File: config.mk
export PLATFORM = sky130hd
export DESIGN_NAME = pipeline_hazard_ctrl
export DESIGN_NICKNAME = d
export VERILOG_FILES = /design/src/rtl/pipeline_hazard_ctrl.sv
export SDC_FILE = /design/constraint.sdc
export NUM_CORES = 1
export LEC_CHECK = 0
export BUFFER_PORTS_ARGS = -buffer_cell sky130_fd_sc_hd__buf_2
export CAP_MARGIN = 5
export CELL_PAD_IN_SITES_DETAIL_PLACEMENT = 0
export CELL_PAD_IN_SITES_GLOBAL_PLACEMENT = 2
export CORE_ASPECT_RATIO = 1.25
export CORE_MARGIN = 3
export CORE_UTILIZATION = 15
export CTS_CLUSTER_SIZE = 10
export DETAILED_ROUTE_END_ITERATION = 8
export PLACE_DENSITY = 0.85
export SYNTH_ARGS = -nofsm -noshare
export SYNTH_HDL_FRONTEND = slang
export SYNTH_SLANG_ARGS = --single-unit
File: constraint.sdc
create_clock -name clk -period 1.39 [get_ports clk]
set_input_delay 0.0695 -clock clk [delete_from_list [all_inputs] [get_ports clk]]
set_output_delay 0.0695 -clock clk [all_outputs]
set_load 0.01 [all_outputs]
File: src/rtl/pipeline_hazard_ctrl.sv
// Stall/flush sequencer for the 5-stage RV32 pipeline: load-use, EX redirect,
// multi-cycle EX ops and data-memory wait states. HAZ_PERF_CNT_EN adds perf counters.
module pipeline_hazard_ctrl #(
  parameter int REG_AW = 5,
  parameter int MC_LAT = 4,
  parameter int CNT_W  = 32
) (
  input  logic              clk,
  input  logic              reset,
  input  logic              id_valid,
  input  logic [REG_AW-1:0] id_rs1,
  input  logic [REG_AW-1:0] id_rs2,
  input  logic              id_use_rs1,
  input  logic              id_use_rs2,
  input  logic              ex_valid,
  input  logic [REG_AW-1:0] ex_rd,
  input  logic              ex_memread,
  input  logic              ex_redirect,
  input  logic              ex_multicycle,
  input  logic              mem_busy,
  output logic              pc_stall,
  output logic              pc_redirect,
  output logic              if_id_stall,
  output logic              if_id_flush,
  output logic              id_ex_stall,
  output logic              id_ex_flush,
  output logic              ex_mem_stall,
  output logic              ex_mem_flush,
  output logic              mc_done,
  output logic              mc_busy,
  output logic [CNT_W-1:0]  stall_cnt,
  output logic [CNT_W-1:0]  flush_cnt
);

  localparam int CW = (MC_LAT > 2) ? $clog2(MC_LAT - 1) : 1;
  localparam logic [CW-1:0] CNT_INIT = (MC_LAT > 1) ? CW'(MC_LAT - 2) : '0;

  typedef enum logic {RUN, MC_BUSY} state_t;

  state_t        state_q, state_d;
  logic [CW-1:0] cnt_q, cnt_d;

  logic load_use;
  logic pc_stall_c, pc_redirect_c, if_id_stall_c, if_id_flush_c;
  logic id_ex_stall_c, id_ex_flush_c, ex_mem_stall_c, ex_mem_flush_c, mc_done_c;

  assign load_use = ex_valid & ex_memread & id_valid & (ex_rd != '0) &
                    ((id_use_rs1 & (id_rs1 == ex_rd)) | (id_use_rs2 & (id_rs2 == ex_rd)));

  always_ff @(posedge clk or posedge reset) begin
    if (reset) begin
      state_q <= RUN;
      cnt_q   <= '0;
    end else begin
      state_q <= state_d;
      cnt_q   <= cnt_d;
    end
  end

  always_comb begin
    state_d        = state_q;
    cnt_d          = cnt_q;
    pc_stall_c     = 1'b0;
    pc_redirect_c  = 1'b0;
    if_id_stall_c  = 1'b0;
    if_id_flush_c  = 1'b0;
    id_ex_stall_c  = 1'b0;
    id_ex_flush_c  = 1'b0;
    ex_mem_stall_c = 1'b0;
    ex_mem_flush_c = 1'b0;
    mc_done_c      = 1'b0;
    if (mem_busy) begin
      // Whole pipe frozen; a pending redirect stays in EX and fires afterwards.
      pc_stall_c     = 1'b1;
      if_id_stall_c  = 1'b1;
      id_ex_stall_c  = 1'b1;
      ex_mem_stall_c = 1'b1;
    end else if (state_q == MC_BUSY) begin
      if (cnt_q != '0) begin
        pc_stall_c     = 1'b1;
        if_id_stall_c  = 1'b1;
        id_ex_stall_c  = 1'b1;
        ex_mem_flush_c = 1'b1;
        cnt_d          = cnt_q - 1'b1;
      end else begin
        mc_done_c = 1'b1;
        state_d   = RUN;
      end
    end else if (ex_valid && ex_multicycle) begin
      if (MC_LAT == 1) begin
        mc_done_c = 1'b1;
      end else begin
        // Entry cycle is the first of MC_LAT-1 stall cycles.
        pc_stall_c     = 1'b1;
        if_id_stall_c  = 1'b1;
        id_ex_stall_c  = 1'b1;
        ex_mem_flush_c = 1'b1;
        cnt_d          = CNT_INIT;
        state_d        = MC_BUSY;
      end
    end else if (ex_valid && ex_redirect) begin
      pc_redirect_c = 1'b1;
      if_id_flush_c = 1'b1;
      id_ex_flush_c = 1'b1;
    end else if (load_use) begin
      pc_stall_c    = 1'b1;
      if_id_stall_c = 1'b1;
      id_ex_flush_c = 1'b1;
    end
  end

  assign pc_stall     = pc_stall_c     & ~reset;
  assign pc_redirect  = pc_redirect_c  & ~reset;
  assign if_id_stall  = if_id_stall_c  & ~reset;
  assign if_id_flush  = if_id_flush_c  & ~reset;
  assign id_ex_stall  = id_ex_stall_c  & ~reset;
  assign id_ex_flush  = id_ex_flush_c  & ~reset;
  assign ex_mem_stall = ex_mem_stall_c & ~reset;
  assign ex_mem_flush = ex_mem_flush_c & ~reset;
  assign mc_done      = mc_done_c      & ~reset;
  assign mc_busy      = (state_q == MC_BUSY) & ~reset;

`ifdef HAZ_PERF_CNT_EN
  logic [CNT_W-1:0] stall_cnt_q, stall_cnt_d;
  logic [CNT_W-1:0] flush_cnt_q, flush_cnt_d;

  always_comb begin
    stall_cnt_d = stall_cnt_q;
    flush_cnt_d = flush_cnt_q;
    if (pc_stall && (stall_cnt_q != '1))
      stall_cnt_d = stall_cnt_q + 1'b1;
    if (pc_redirect && (flush_cnt_q != '1))
      flush_cnt_d = flush_cnt_q + 1'b1;
  end

  always_ff @(posedge clk or posedge reset) begin
    if (reset) begin
      stall_cnt_q <= '0;
      flush_cnt_q <= '0;
    end else begin
      stall_cnt_q <= stall_cnt_d;
      flush_cnt_q <= flush_cnt_d;
    end
  end

  assign stall_cnt = stall_cnt_q;
  assign flush_cnt = flush_cnt_q;
`else
  assign stall_cnt = '0;
  assign flush_cnt = '0;
`endif

endmodule
## Yosys cells after proc, flatten, opt, wreduce, memory -nomap -nowiden

Cells that the tools add are included.

| cells by class | value |
|---|---|
| divide/modulo/power cells | 0 |
| eq/ne operators | 3 |
| reduce and logical (&&, ||, !) cells | 6 |
| muxes and demuxes | 25 |
| add/sub/neg operators | 1 |
| magnitude comparators | 0 |
| $mul | 0 |
| bitwise logic cells | 17 |
| shift operators | 0 |

Operators with widths:

| kind | count |
|---|---|
| 1-bit two-way mux | 22 |
| 1-bit bitwise AND | 14 |
| 5-bit == test | 2 |
| 2-bit two-way mux | 3 |
| 5-bit nonzero test | 1 |
| 2-bit nonzero test | 2 |
| 3-bit AND reduction | 1 |
| 1-bit logical AND | 2 |
| 2-bit by 1-bit != test with 1-bit output (second input constant) | 1 |
| 1-bit inverter | 2 |
| 2-bit by 1-bit subtractor with 2-bit output (second input constant) | 1 |
| 1-bit bitwise OR | 1 |

| storage, ports and cells | value |
|---|---|
| latch bits | 0 |
| bits in registers | 3 |
| RAM bits | 0 |
| memories kept | 0 |
| memory bits (read-only) | 0 |
| output and inout bits | 74 |

## Longest topological paths before layout

Gate-level depths: netlist (run 1).

| depth | value |
|---|---|
| depth in word-level cells | 10 |
| mapped depth | 6 |
| depth with buffers taken out | 6 |

## Worst setup path after synthesis (run 1)

OpenSTA, ideal clock, no wires.

| timing path | value |
|---|---|
| path type | flip-flop to output port |
| start point | register state_q |
| end point | output port pc_stall |
| cell stages (with the launch flop) | 5 |
| required time | 1321 ps |
| arrival | 1310 ps |
| buffers on the path | 1 |
| slack | 11 ps |
| cells stage by stage | dfrtp_1 -> inv_1 -> o211ai_1 -> o32ai_1 -> buf_4 |

| between the ends | value |
|---|---|
| word-level cells in the longest chain between the ends | 3 |

Ends and longest elaborated chain:

| item | RTL line | RTL |
|---|---|---|
| start: declaration | 40 | `state_t state_q, state_d;` |
| start signal: assignment | 55 | `state_q <= state_d;` |
| 1-bit two-way mux (2 in series) | n/a |  |
| 1-bit bitwise AND | n/a |  |
| end: declaration | 21 | `output logic pc_stall,` |

No other way between the ends.

## Worst setup path after layout (run 1)

| timing path | value |
|---|---|
| start point | register state_q |
| end point | output port if_id_stall |

| between the ends | value |
|---|---|
| word-level cells in the longest chain between the ends | 3 |

Ends and longest elaborated chain:

| item | RTL line | RTL |
|---|---|---|
| 1-bit two-way mux | 78 | `end else if (state_q == MC_BUSY) begin` |
| 1-bit two-way mux | 72 | `if (mem_busy) begin` |
| 1-bit bitwise AND | 114 | `assign if_id_stall = if_id_stall_c & ~reset;` |
| end: declaration | 23 | `output logic if_id_stall,` |

No other way between the ends.

==> summary.md, run 1 <==
| Metric | Value |
|---|---|
| Run status | `complete, but fails checks` |
| Violated checks | `negative setup slack` |
| Die area | `between 7000 and 8000 sq um` |
| Starting Density | `15.6%` |
| Dpl cells | `225` |
| # clock sinks | `3` |
| CP Cell Sequence | `inv_2 > mux2i_4 > nor2_2 > o32ai_2 > buf_2` |
| Gr ovfl total | `0` |
| Via count | `751` |
| CP max-delay cell | `dfrtp_2` |
| RSZ-0062 raised after global routing | `true` |
| Overall routing resource usage | `5.21%` |
| Vias per cell | `3.22` |
| Max IR drop VDD | `0.000243 V` |
| Rows | `31` |
| Commonest cells post-synth | `buf_4 (66), xor2_1 (8), inv_1 (5), nor2_1 (5)` |
| Hold Buf Count CTS | `0` |
| Post-synth EDFFs | `0` |
| Initial antenna violation count | `0` |
| Slew Viols, Final | `0` |
| Kind of critical path | `reg -> out` |
| DR pass1 iterations | `4` |
| Post-route DRC | `0` |
| Routed wire per std cell | `9.40 microns` |
| ANT nets after route | `0` |
| Die Y | `93.0 microns` |
| CTS H-Tree Depth | `1` |
| WP data arrival | `between 1 and 1.5 ns` |
| WL final | `2.19 mm` |
| Cell leakage power | `0.605 nW` |
| CP endpoint kind | `output pin` |
| CTS max path bufs | `2` |
| Worst-path clk slew | `0.03 ns` |
| Crit Path Max Fanout | `4` |
| Setup_tns | `-0.155 ns` |
| Leading area contributor after synthesis | `buf_4` |
| First-pass GRT wire length | `2.77 mm` |
| Critical Path RT | `1.32 ns` |
| Most frequent cell after synthesis | `buf_4` |
| Core outline area | `5820 sq um` |
| Final core occ | `19.8%` |
| Worst clock skew | `roughly 0.0013 ns` |
| Asr flop ratio synth | `100%` |
| Cells after synthesis | `119` |
| Placer Congestion | `between 0.6 and 0.7` |
| Pwr dens | `1060 nW/um^2` |
| Antenna cells | `0` |
| Top cell type's share of synthesized area | `a little over half` |
| Share of layout cells above drive strength 1 | `40.1%` |
| Post-synthesis sequential area ratio | `8.26%` |
| CTS tree | `done` |
| TritonCTS buffer count | `3` |
| Hold slack | `0.0208 ns` |
| CP max stage delay | `0.43 ns` |
| Ports | `between 90 and 100` |
| Final hold vios | `0` |
| Crit-path leading delay family | `flip-flops` |
| Final HPWL DP | `1.78 mm` |
| Hold crit path type | `in -> async` |
| Achievable Freq | `around 0.69 GHz` |
| Worst setup margin | `-0.0636 ns` |
| Syn Std Cell Area | `a little over 900 sq um` |
| PortBufs | `34` |
| Synth Flop Type | `dfrtp_1` |
| Final setup vio count | `4` |
| WP buf/inv | `2` |
| Largest net degree at the start of global routing | `10` |
| Finished Layout Cells | `233` |
| Clock root cell | `clkbuf_8` |
| Worst setup SP type | `flop` |
| Fin nets | `194` |
| Dpl cell area | `roughly 1000 sq um` |
| Area grow syn2layout | `26.6%` |
| Synthesis Warnings | `0` |
| Number of global-route vias before repair | `roughly 670` |
| Flops & latches, synth | `3` |
| Worst-skew pair later-pin latency | `~0.21 ns` |
| Ranking of synthesized cells by area | `buf_4 (55%), dfrtp_1 (8.3%), xor2_1 (7.7%)` |
| Finished Cell Area | `1150 sq um` |
| Initial DRC Count | `26` |
| Post-layout min period | `between 1 and 1.5 ns` |
| Syn avg cell area | `7.63 sq um` |
| Max-cap violations | `0` |
| Tcrit/Tclk final | `105%` |
| Unique masters post-synth | `29` |
| Die width | `roughly 76 microns` |
[through the flow]
step / setup WS, ns / total power [mW]
2_1_floorplan: 0.0109 / 0.622
3_3_place_gp: -0.0219 / 0.667
3_5_place_dp: -0.0470 / 0.680
4_1_cts: -0.108 / 1.11
5_1_grt: -0.154 / 1.31
6_report: -0.0636 / 1.21
[layout by cell type (no fill, tap or decap), types with 2 or more instances in the layout]
master and n:
xor2_1 8, nand2_1 3, xnor2_1 2, nor2_1 4, clkbuf_8 3, conb_1 64
a21oi_1 3, inv_2 3, dfrtp_1 2, buf_6 4, buf_4 13, o21ai_0 2
buf_2 31
[sequential cells by signal, indices dropped and copies added (netlist names)]
signal and cells:
cnt_q 2, state_q 1
[power breakdown]
group | internal (mW) | total [mW] | switching (mW)
registers | 0.134 | 0.179 | 0.0454
clock network | 0.195 | 0.250 | 0.0550
logic | 0.372 | 0.785 | 0.413
[layout make-up]
type	instances	area, sq um
clock buffers	4	45.0
fillers	649	4670
inverters	5	21.3
multi-input cells	107	627
flip-flops and latches	3	76.3
well taps	66	82.6
repair buffers	48	298
[cells by family after synthesis]
family,Yosys count,share of synthesized area (%)
AO/OA/AOI/OAI,13,10.5
multiplexers,1,1.10
flip-flops,3,8.26
AND/OR/NAND/NOR,18,11.6
adder cells (fa/ha/maj),1,1.38
buffers and inverters,72,57.2
other,1,0.413
XOR/XNOR,10,9.64
[per-layer routing]
metal,global-route usage [%],routed length (microns),up-vias
met5,0,0,-
met4,1.31,0,0
met3,2.58,319,0
met2,10.8,1180,63
met1,3.89,689,332
li1,-,-,356
[path summary, 6_finish.rpt]
kind	start	endpoint	slack [ns]	cells past startpoint
worst max register to register	cnt_q[1]$_DFFE_PP0P_	cnt_q[1]$_DFFE_PP0P_	0.12	8
min in group clk	ex_multicycle	state_q$_DFFE_PP0N_	0.28	3
worst min-delay path	reset	state_q$_DFFE_PP0N_	0.02	4
max in group asynchronous	reset	state_q$_DFFE_PP0N_	1.27	4
worst max-delay path	state_q$_DFFE_PP0N_	if_id_stall	-0.06	5
worst min register to register	cnt_q[0]$_DFFE_PP0P_	cnt_q[0]$_DFFE_PP0P_	0.57	2
[worst min-delay path, stage by stage]
cell and delay, ns:
buf_2 0.12, buf_4 0.17, inv_1 0.07, buf_4 0.12
[what timing repair did]
action / 4_1_cts / 5_1_grt
setup endpoints to repair: 8 / 8
pin swaps: 2 / 1
gates resized for setup: 18 / 5
setup buffers: 4 / 1
Note: power is estimated with default switching activity, not from simulation.
==> inputs of run 2 (changes only) <==
--- a/config.mk
+++ b/config.mk
@@ -10,7 +10,7 @@
 export CELL_PAD_IN_SITES_DETAIL_PLACEMENT = 0
 export CELL_PAD_IN_SITES_GLOBAL_PLACEMENT = 2
 export CORE_ASPECT_RATIO = 1.25
-export CORE_MARGIN = 3
+export CORE_MARGIN = 2
 export CORE_UTILIZATION = 15
 export CTS_CLUSTER_SIZE = 10
 export DETAILED_ROUTE_END_ITERATION = 8
==> run 2 against run 1 <==
Net effect: the run still ends with negative setup slack left; clock power is essentially flat; setup slack got worse by 0.012 ns; cell area decreased by 1.8%; clock skew decreased by 0.00078 ns; core utilization down 0.37 points; power hardly changed; final cell count is 0.43% lower; largest power group unchanged; sequential share of layout area is essentially flat; combinational power grew 2%; largest cell class unchanged; register-to-register slack improved by 0.02 ns; non-clock buffer count is 1 lower.
==> summary.md, run 2 (synthesized netlist as in run 1, its figures left out) <==
| Metric | Value |
|---|---|
| Number of global-route vias before repair | `635` |
| TritonCTS buffer count | `3` |
| Finished Layout Cells | `~230` |
| Worst Hold End | `state_q$_DFFE_PP0N_` |
| Most frequent cells in the layout | `conb_1 (64), buf_2 (33), buf_4 (11), xor2_1 (8)` |
| Area grow syn2layout | `24.2%` |
| Pre-CTS setup slack | `-0.0639 ns` |
| Critical Path RT | `1.32 ns` |
| Dpl cells | `222` |
| PortBufs | `34` |
| Initial DRC Count | `7` |
| Worst reg2reg path endpoint | `cnt_q[0]$_DFFE_PP0P_` |
| Final core occ | `approximately 19%` |
| Placer Congestion | `~0.8` |
| Multi-input logic area | `~620 sq um` |
| Violated checks | `negative setup slack` |
| Hold crit path type | `in -> reg` |
| Hold wc startpoint | `ex_multicycle` |
| Max IR drop VDD | `0.000267 V` |
| Fin nets | `around 190` |
| Routed wire per std cell | `around 8.6 microns` |
| Antenna cells | `0` |
| Final HPWL DP | `1.62 mm` |
| DR pass1 iterations | `4` |
| WP data arrival | `1.40 ns` |
| Final setup vio count | `6` |
| Worst R2R Setup Slack | `0.14 ns` |
| Final hold vios | `0` |
| Die width | `73.6 microns` |
| Comb pwr share | `about 66%` |
| Tcrit/Tclk final | `105%` |
| Switching power | `0.511 mW` |
| Worst setup SP type | `flop` |
| Internal Dissipation | `0.703 mW` |
| Die Y | `91.0 microns` |
| RSZ-0062 raised after global routing | `true` |
| Worst-path clk slew | `approximately 0.03 ns` |
| CTS tree | `done` |
| Clk pwr share | `20.4%` |
| Most common cell after layout, fill and taps aside | `conb_1` |
| Worst clock skew | `a little under 0.0005 ns` |
| Biggest regs | `cnt_q x2, state_q x1` |
| Max reg flops | `2` |
| Worst r2r src | `state_q$_DFFE_PP0N_` |
| Initial antenna violation count | `0` |
| Count of filler cells inserted in the layout | `662` |
| Vias per cell | `3.18` |
| CP endpoint kind | `output pin` |
| Sequential cell area | `around 75 sq um` |
| Via count | `737` |
| First-pass GRT wire length | `2.62 mm` |
| CTS max path bufs | `2` |
| ANT nets after route | `0` |
| Worst setup margin | `-0.0754 ns` |
| # clock sinks | `3` |
| Seq pwr share | `between 10% and 20%` |
| Share of layout cells above drive strength 1 | `around two fifths` |
| Die area | `~6700 sq um` |
| Core outline area | `5820 sq um` |
| Rows | `31` |
| Slew Viols, Final | `0` |
| Starting Density | `between 10% and 20%` |
| Cell leakage power | `0.599 nW` |
| Crit Path Max Fanout | `3` |
| Largest net degree at the start of global routing | `10` |
| WL final | `1.99 mm` |
| Run status | `complete, but fails checks` |
| Max-cap violations | `0` |
| Pwr dens | `1080 nW/um^2` |
| Worst hold stages | `3` |
| Setup_tns | `-0.284 ns` |
| Achievable Freq | `0.682 GHz` |
| Clock root cell | `clkbuf_8` |
| Post-route DRC | `0` |
| Gr ovfl total | `0` |
| R2R depth | `6` |
| CTS H-Tree Depth | `1` |
| Overall routing resource usage | `5.01%` |
| Largest Register | `cnt_q` |
| Post-layout min period | `about 1.5 ns` |
| Kind of critical path | `reg -> out` |
| Worst-skew pair later-pin latency | `between 0.2 and 0.25 ns` |
| Ports | `99` |
| Switch share | `42.1%` |
[run 2: timing repair]
| item | 4_1_cts | 5_1_grt |
|---|---|---|
| buffers inserted | 4 | 1 |
| endpoints found under the setup margin | 8 | 8 |
| pin swaps | 4 | 2 |
| gates resized for setup | 17 | 6 |
| cloned | 0 | 0 |
| endpoints found under the hold margin | 3 | 3 |
[run 2: power groups by stage]
stage                     Clock, mW  Combinational (mW)  Sequential (mW)
after floorplan                   0               0.464            0.158
after global placement            0               0.508            0.155
after detailed placement          0               0.513            0.157
after CTS                     0.257               0.716            0.164
after global routing          0.266               0.878            0.172
final                         0.248               0.801            0.165
[run 2: cell type report]
class                           count  share of cell area [%]
Inverter                            5                    2.11
Timing Repair Buffer               47                    24.8
Sequential cell                     3                    6.65
Clock buffer                        4                    3.99
Multi-Input combinational cell    107                    55.1
Tap cell                           66                    7.32
[run 2: critical path, stage by stage (launching register included)]
cell and delay, ns:
dfrtp_1 0.39, buf_6 0.13, inv_6 0.06, mux2i_4 0.25, nor2_4 0.07, o32ai_2 0.12, buf_2 0.18
[run 2: metrics by stage]
step | instance area [sq um] | hold slack (ns) | power, mW
5_1_grt | 1130 | 0.287 | 1.32
3_5_place_dp | 950 | 0.138 | 0.670
6_report | 1130 | 0.263 | 1.21
4_1_cts | 1090 | -0.0741 | 1.14
3_3_place_gp | 950 | 0.136 | 0.663
2_1_floorplan | 1140 | -0.169 | 0.622
[run 2: worst max path at each step]
| stage | endpoint | cells after the start | startpoint |
|---|---|---|---|
| 2_1_floorplan | pc_stall | 4 | state_q$_DFFE_PP0N_ |
| 3_3_place_gp | pc_stall | 6 | ex_rd[2] |
| 3_5_place_dp | if_id_stall | 6 | ex_rd[3] |
| 4_1_cts | if_id_stall | 6 | state_q$_DFFE_PP0N_ |
| 5_1_grt | pc_stall | 6 | state_q$_DFFE_PP0N_ |
| 6_report | if_id_stall | 6 | state_q$_DFFE_PP0N_ |
[run 2: metal layers]
metal / vias up / share of wire (%) / global-route usage, %
li1: 350 / - / -
met1: 315 / 33 / 4.22
met2: 70 / 50 / 9.15
met3: 2 / 16 / 2.66
met4: 0 / 1.4 / 2.42
met5: - / 0 / 0
